==> config.mk <==
export PLATFORM = sky130hd
export DESIGN_NAME = i2s_tx_serializer
export DESIGN_NICKNAME = d
export VERILOG_FILES = /design/src/rtl/i2s_pkg.sv /design/src/rtl/i2s_edge_detect.sv /design/src/rtl/i2s_tx_serializer.sv
export SDC_FILE = /design/constraint.sdc
export NUM_CORES = 1
export LEC_CHECK = 0
export CELL_PAD_IN_SITES_DETAIL_PLACEMENT = 1
export CELL_PAD_IN_SITES_GLOBAL_PLACEMENT = 1
export CORE_ASPECT_RATIO = 0.75
export CORE_UTILIZATION = 41
export DETAILED_ROUTE_END_ITERATION = 8
export PLACE_DENSITY = 0.77
export SLEW_MARGIN = 20
export SYNTH_ARGS = -nofsm -noshare
export SYNTH_HDL_FRONTEND = slang
export SYNTH_HIERARCHICAL = 1
export SYNTH_SLANG_ARGS = --single-unit
==> constraint.sdc <==
create_clock -name mclk -period 2.4 [get_ports mclk]
set_clock_uncertainty 0.15 [all_clocks]
set_input_delay 0.48 -clock mclk [delete_from_list [all_inputs] [get_ports mclk]]
set_output_delay 0.48 -clock mclk [all_outputs]
set_load 0.01 [all_outputs]
==> src/rtl/i2s_pkg.sv <==
// i2s_pkg: shared I2S types and constants for the serializer and clock generator
package i2s_pkg;
    localparam int DATA_W_DEF = 16;
    localparam int CNT_W_DEF = 6;
    localparam logic LEFT = 1'b0;
    typedef enum logic {ALIGN = 1'b0, RUN = 1'b1} state_t;
endpackage

==> src/rtl/i2s_edge_detect.sv <==
// i2s_edge_detect: finds bck falls and word-clock transitions in the mclk domain
module i2s_edge_detect
    import i2s_pkg::*;
(
    input  logic mclk,
    input  logic rst,
    input  logic bck,
    input  logic lrck,
    output logic bck_fall,
    output logic lr_change,
    output logic left_start
);
    logic bck_q, bck_d, lr_last_q, lr_last_d;

    assign bck_fall   = bck_q & ~bck;
    assign lr_change  = bck_fall & (lrck != lr_last_q);
    assign left_start = lr_change & (lrck == LEFT);

    // keep the previous bck level and the word clock seen at the last bck fall
    always_comb begin
        bck_d     = bck;
        lr_last_d = bck_fall ? lrck : lr_last_q;
    end

    // edge-detect registers
    always_ff @(posedge mclk) begin
        if (rst) begin
            bck_q     <= 1'b0;
            lr_last_q <= 1'b0;
        end else begin
            bck_q     <= bck_d;
            lr_last_q <= lr_last_d;
        end
    end
endmodule

==> src/rtl/i2s_tx_serializer.sv <==
// i2s_tx_serializer: Philips I2S transmitter fed by a valid/ready stereo sample pair
module i2s_tx_serializer
    import i2s_pkg::*;
#(
    parameter int DATA_W = DATA_W_DEF,
    parameter int CNT_W  = CNT_W_DEF
) (
    input  logic              mclk,
    input  logic              rst,
    input  logic              bck,
    input  logic              lrck,
    input  logic              s_valid,
    input  logic [DATA_W-1:0] s_left,
    input  logic [DATA_W-1:0] s_right,
    output logic              s_ready,
    output logic              sdata,
    output logic              locked,
    output logic              underrun
);
    localparam logic [CNT_W-1:0] BITS = CNT_W'(DATA_W);

    state_t            state_q, state_d;
    logic [DATA_W-1:0] shadow_l_q, shadow_l_d, shadow_r_q, shadow_r_d;
    logic [DATA_W-1:0] act_r_q, act_r_d, shift_q, shift_d;
    logic [CNT_W-1:0]  slot_cnt_q, slot_cnt_d;
    logic              shadow_full_q, shadow_full_d, sdata_q, sdata_d, underrun_q, underrun_d;
    logic              bck_fall, lr_change, left_start, run, accept, load, starve, live;

    i2s_edge_detect u_edge (
        .mclk       (mclk),
        .rst        (rst),
        .bck        (bck),
        .lrck       (lrck),
        .bck_fall   (bck_fall),
        .lr_change  (lr_change),
        .left_start (left_start)
    );

    assign run    = state_q == RUN;
    assign accept = s_valid & ~shadow_full_q;
    assign load   = left_start & shadow_full_q;
    assign starve = run & left_start & ~shadow_full_q;
    // once DATA_W bits have left the slot the register is all zero, so stop shifting
    assign live   = slot_cnt_q < BITS;

    assign s_ready  = ~shadow_full_q;
    assign locked   = run;
    assign sdata    = sdata_q;
    assign underrun = underrun_q;

    // state register
    always_ff @(posedge mclk) begin
        if (rst) state_q <= ALIGN;
        else     state_q <= state_d;
    end

    // lock onto the first left start that finds a pair waiting
    always_comb begin
        state_d = (state_q == ALIGN && load) ? RUN : state_q;
    end

    // datapath and outputs: shadow handshake, reloads and the serial shifter
    always_comb begin
        shadow_l_d    = accept ? s_left : shadow_l_q;
        shadow_r_d    = accept ? s_right : shadow_r_q;
        shadow_full_d = accept | (shadow_full_q & ~load);
        act_r_d       = load ? shadow_r_q : starve ? '0 : act_r_q;
        slot_cnt_d    = lr_change ? '0 : (bck_fall & ~&slot_cnt_q) ? slot_cnt_q + 1'b1 : slot_cnt_q;
        shift_d       = load ? shadow_l_q
                      : starve ? '0
                      : (run & lr_change) ? act_r_q
                      : (run & bck_fall & live) ? {shift_q[DATA_W-2:0], 1'b0}
                      : shift_q;
        sdata_d       = run ? (bck_fall ? shift_q[DATA_W-1] : sdata_q) : 1'b0;
        underrun_d    = starve;
    end

    // datapath registers
    always_ff @(posedge mclk) begin
        if (rst) begin
            shadow_l_q    <= '0;
            shadow_r_q    <= '0;
            shadow_full_q <= 1'b0;
            act_r_q       <= '0;
            shift_q       <= '0;
            slot_cnt_q    <= '0;
            sdata_q       <= 1'b0;
            underrun_q    <= 1'b0;
        end else begin
            shadow_l_q    <= shadow_l_d;
            shadow_r_q    <= shadow_r_d;
            shadow_full_q <= shadow_full_d;
            act_r_q       <= act_r_d;
            shift_q       <= shift_d;
            slot_cnt_q    <= slot_cnt_d;
            sdata_q       <= sdata_d;
            underrun_q    <= underrun_d;
        end
    end
endmodule
==> key figures, run 1 <==
Die
  • Std-Cell Core Area: roughly 0.0074 mm2
  • Standard-cell row count: 27
  • Die W: 103 um
  • Number of top-level design ports: a little over 40
  • Die area: between 0.007 and 0.008 mm2
  • Die H: a little under 80 um
  • Initial Util: 0.425

Setup path
  • Launching point of the worst reg2reg path: u_edge/bck_q
  • Data arrival time of the worst path: ~1.5 ns
  • Max stage delay cell, worst path: clkdlybuf4s50_1
  • Endpoint kind of the worst setup timing path: primary output
  • Internal reg-to-reg setup slack: about 0.60 ns
  • Reg2Reg Depth: 6
  • Worst path cell trace: clkdlybuf4s50_1
  • Required time reported for the critical path endpoint: around 1.8 ns
  • Type of the worst setup path: reg -> out
  • CP Launch Type: flop
  • Crit-path leading delay family: buffers and inverters
  • Critical register-to-register path endpoint: shift_q[2]
  • Slowest cell delay on critical path: between 0.6 and 0.7 ns
  • Stages on the worst setup path: 1
  • Largest driver fanout on the critical path: 8
  • Beginning of the critical path: locked
  • Termination of the worst setup path: locked
  • Worst Path Buf+Inv: 1

Pwr
  • PnR Total Power: approximately 2500 uW
  • Power per unit of standard cell area: roughly 640 mW/mm2
  • Maximum vdd ir drop: between 0.2 and 0.3 mV
  • Leak Pwr: ~0.0014 uW

STA
  • Period minus WS final: ~2.1 ns
  • Actual slew at the worst max-slew pin: roughly 0.35 ns
  • Final hold viol count: 0
  • Unrepaired setup endpoints after global routing: false
  • Fin crit share: 0.880
  • Final Max Tran Viols: 0
  • Aggregate negative setup slack: 0 ns
  • Achievable clock frequency: ~470 MHz
  • Final setup vio count: 0
  • Worst slew slack as a fraction of its limit: 0.767

Placement
  • Buffers added on ports: 40
  • Placer's final routability congestion estimate: 0.768
  • Sum of net half-perimeters after detailed placement: roughly 5600 um
  • Post-placement cell count: 490

Yosys
  • Synth Register Bits: 76
  • Post-Syn Area: between 0.003 and 0.004 mm2
  • Number of instances in the synthesized netlist: roughly 360
  • Count of synthesis-stage warnings from yosys: 6
  • Commonest cells in the netlist: nand2_1, dfxtp_1, a21oi_1
  • Post-synthesis sequential area ratio: 0.486
  • Main area contributors after synthesis: dfxtp_1, nand2_1, a21oi_1
  • Post-synth top area share: 0.486
  • Post-synthesis area per instance: 8.64 um2
  • Share of synthesized flip-flops with an asynchronous set or reset: 0
  • Count of cell types in the netlist: 40
  • Net Count, Synth: 400
  • Number of synthesized flops with an enable pin: 0
  • Cell with the most instances after synthesis: nand2_1
  • Synth area leader: dfxtp_1
  • Commonest register cell after synthesis: dfxtp_1

Final layout
  • Layout cell share with drive strength beyond 1: 0.156
  • Post-layout instance count excluding filler cells: between 500 and 600
  • Layout overhead on the synthesized area: 24.6%
  • Number of inserted diodes: 0
  • Final Net Count: about 440

GRT
  • Global-route usage over all layers: 0.224
  • First-pass GRT wire length: around 14000 um
  • Number of global-route vias before repair: roughly 2800
  • Pin count of the biggest net entering global routing: 73
  • Total gr overflow: 0
  • Antenna violations before repair: 0

CTS
  • TritonCTS sink count: 76
  • Number of buffers added to fix hold violations after cts: 0
  • Maximum buffer depth of the clock tree: 2
  • Clk_lat worst skew: approximately 0.35 ns
  • Root buf cell: clkbuf_8
  • Clock transition at the registers of the reported paths: about 0.08 ns
  • Number of levels the H-tree was split into: 3
  • Post-CTS setup-driven buffer insertion count: 0
  • Number of cells upsized or downsized after cts: 0
  • Clock tree from TritonCTS: yes
  • Number of buffers inserted during clock tree synthesis: 9

Hold path
  • Worst min-delay path startpoint: shadow_l_q[1]
  • Worst min-delay path category: reg -> reg

Route
  • Initial DRC Count: approximately 120
  • DRT Pass-1 Iters: 4
  • Average routed wire per standard cell: 16.2 um
  • DR vias: between 2000 and 3000
  • Number of remaining DRC errors: 0
  • Post-route antenna net violation count: 0
  • Via-per-instance ratio: 5.35
  • Final wirelength: roughly 8000 um

Flow run
  • Maximum Capacitance Violations: 0

Status
  • Outcome: finished clean
-- power by group --
part | internal, uW | total (uW) | leakage, uW | switching, uW
combinational | 99.9 | 194 | 0.000707 | 93.6
clock | 489 | 988 | 0.0000971 | 499
sequential | 1300 | 1320 | 0.000618 | 24.5
-- flip-flops by register name, indices dropped and copies added, names as in the netlist --
| signal | count |
|---|---|
| underrun | 1 |
| shadow_full_q | 1 |
| sdata | 1 |
| u_edge/lr_last_q | 1 |
| shadow_r_q | 16 |
| act_r_q | 16 |
| locked | 1 |
| shift_q | 16 |
| u_edge/bck_q | 1 |
| shadow_l_q | 16 |
| slot_cnt_q | 6 |
-- stage by stage --
stage	setup WS (ns)	cell area, um2	hold WS (ns)	utilization
after floorplan	0.436	3130	0.287	-
after global placement	0.0747	3700	0.294	0.502
after detailed placement	-0.0378	3700	0.301	0.502
after CTS	0.252	3900	0.315	0.530
after global routing	0.238	3900	0.334	0.530
final	0.289	3900	0.312	0.530
-- cell usage in the layout, fill, tap and decap left out, drive strengths merged, types with 2 or more instances in the layout --
master,Yosys,routed
a21oi,34,34
a221oi,15,15
a22oi,16,16
and2,2,2
and3b,2,2
buf,9,18
clkbuf,21,10
clkdlybuf4s50,0,39
clkinv,0,3
dfxtp,76,76
inv,17,18
mux2i,3,3
nand2,87,87
nand2b,3,3
nand3,4,4
nand4,2,2
nand4bb,2,2
nor2,19,19
nor2b,3,3
o21ai,2,2
o221ai,15,15
o311a,2,2
or2,15,15
-- layer usage --
metal	up-vias	track usage	part of all wire
met2	57	0.359	0.48
met1	1316	0.291	0.47
met5	-	0	0
met4	0	0.0577	0.0083
li1	1327	-	-
met3	8	0.0694	0.042
-- worst min path at each step --
stage | cells after the start | endpoint
3_3_place_gp | 2 | shift_q[8]
5_1_grt | 2 | shadow_l_q[9]
6_report | 2 | shadow_l_q[1]
4_1_cts | 2 | shadow_l_q[9]
3_5_place_dp | 2 | shadow_l_q[8]
2_1_floorplan | 2 | shadow_l_q[0]
-- logic make-up (layout without fill, tap and decap cells) --
family | after synthesis | in the layout | share of synthesized area
muxes | 3 | 3 | 0.00960
xor gates and xnor gates | 1 | 1 | 0.00280
adders and majority gates | 1 | 1 | 0.00400
DFF | 76 | 76 | 0.486
and+or+nand+nor | 145 | 145 | 0.215
AOI/OAI and AO/OA | 89 | 89 | 0.219
buffers and inverters | 47 | 90 | 0.0636
-- area by class of cell --
class,instances,area (um2)
fill,882,3460
clock inverter,6,72.6
sequential,76,1520
timing repair buffer,57,573
multi-input combinational,239,1420
clock buffer,10,128
inverter,17,63.8
tap,101,126
Power figures use the tool's default switching activity.
==> run 2, diff against run 1 <==
- CAP_MARGIN: unset -> 10
==> results of run 2 <==
No change in the layout: final DEF, timing and power equal those of run 1.
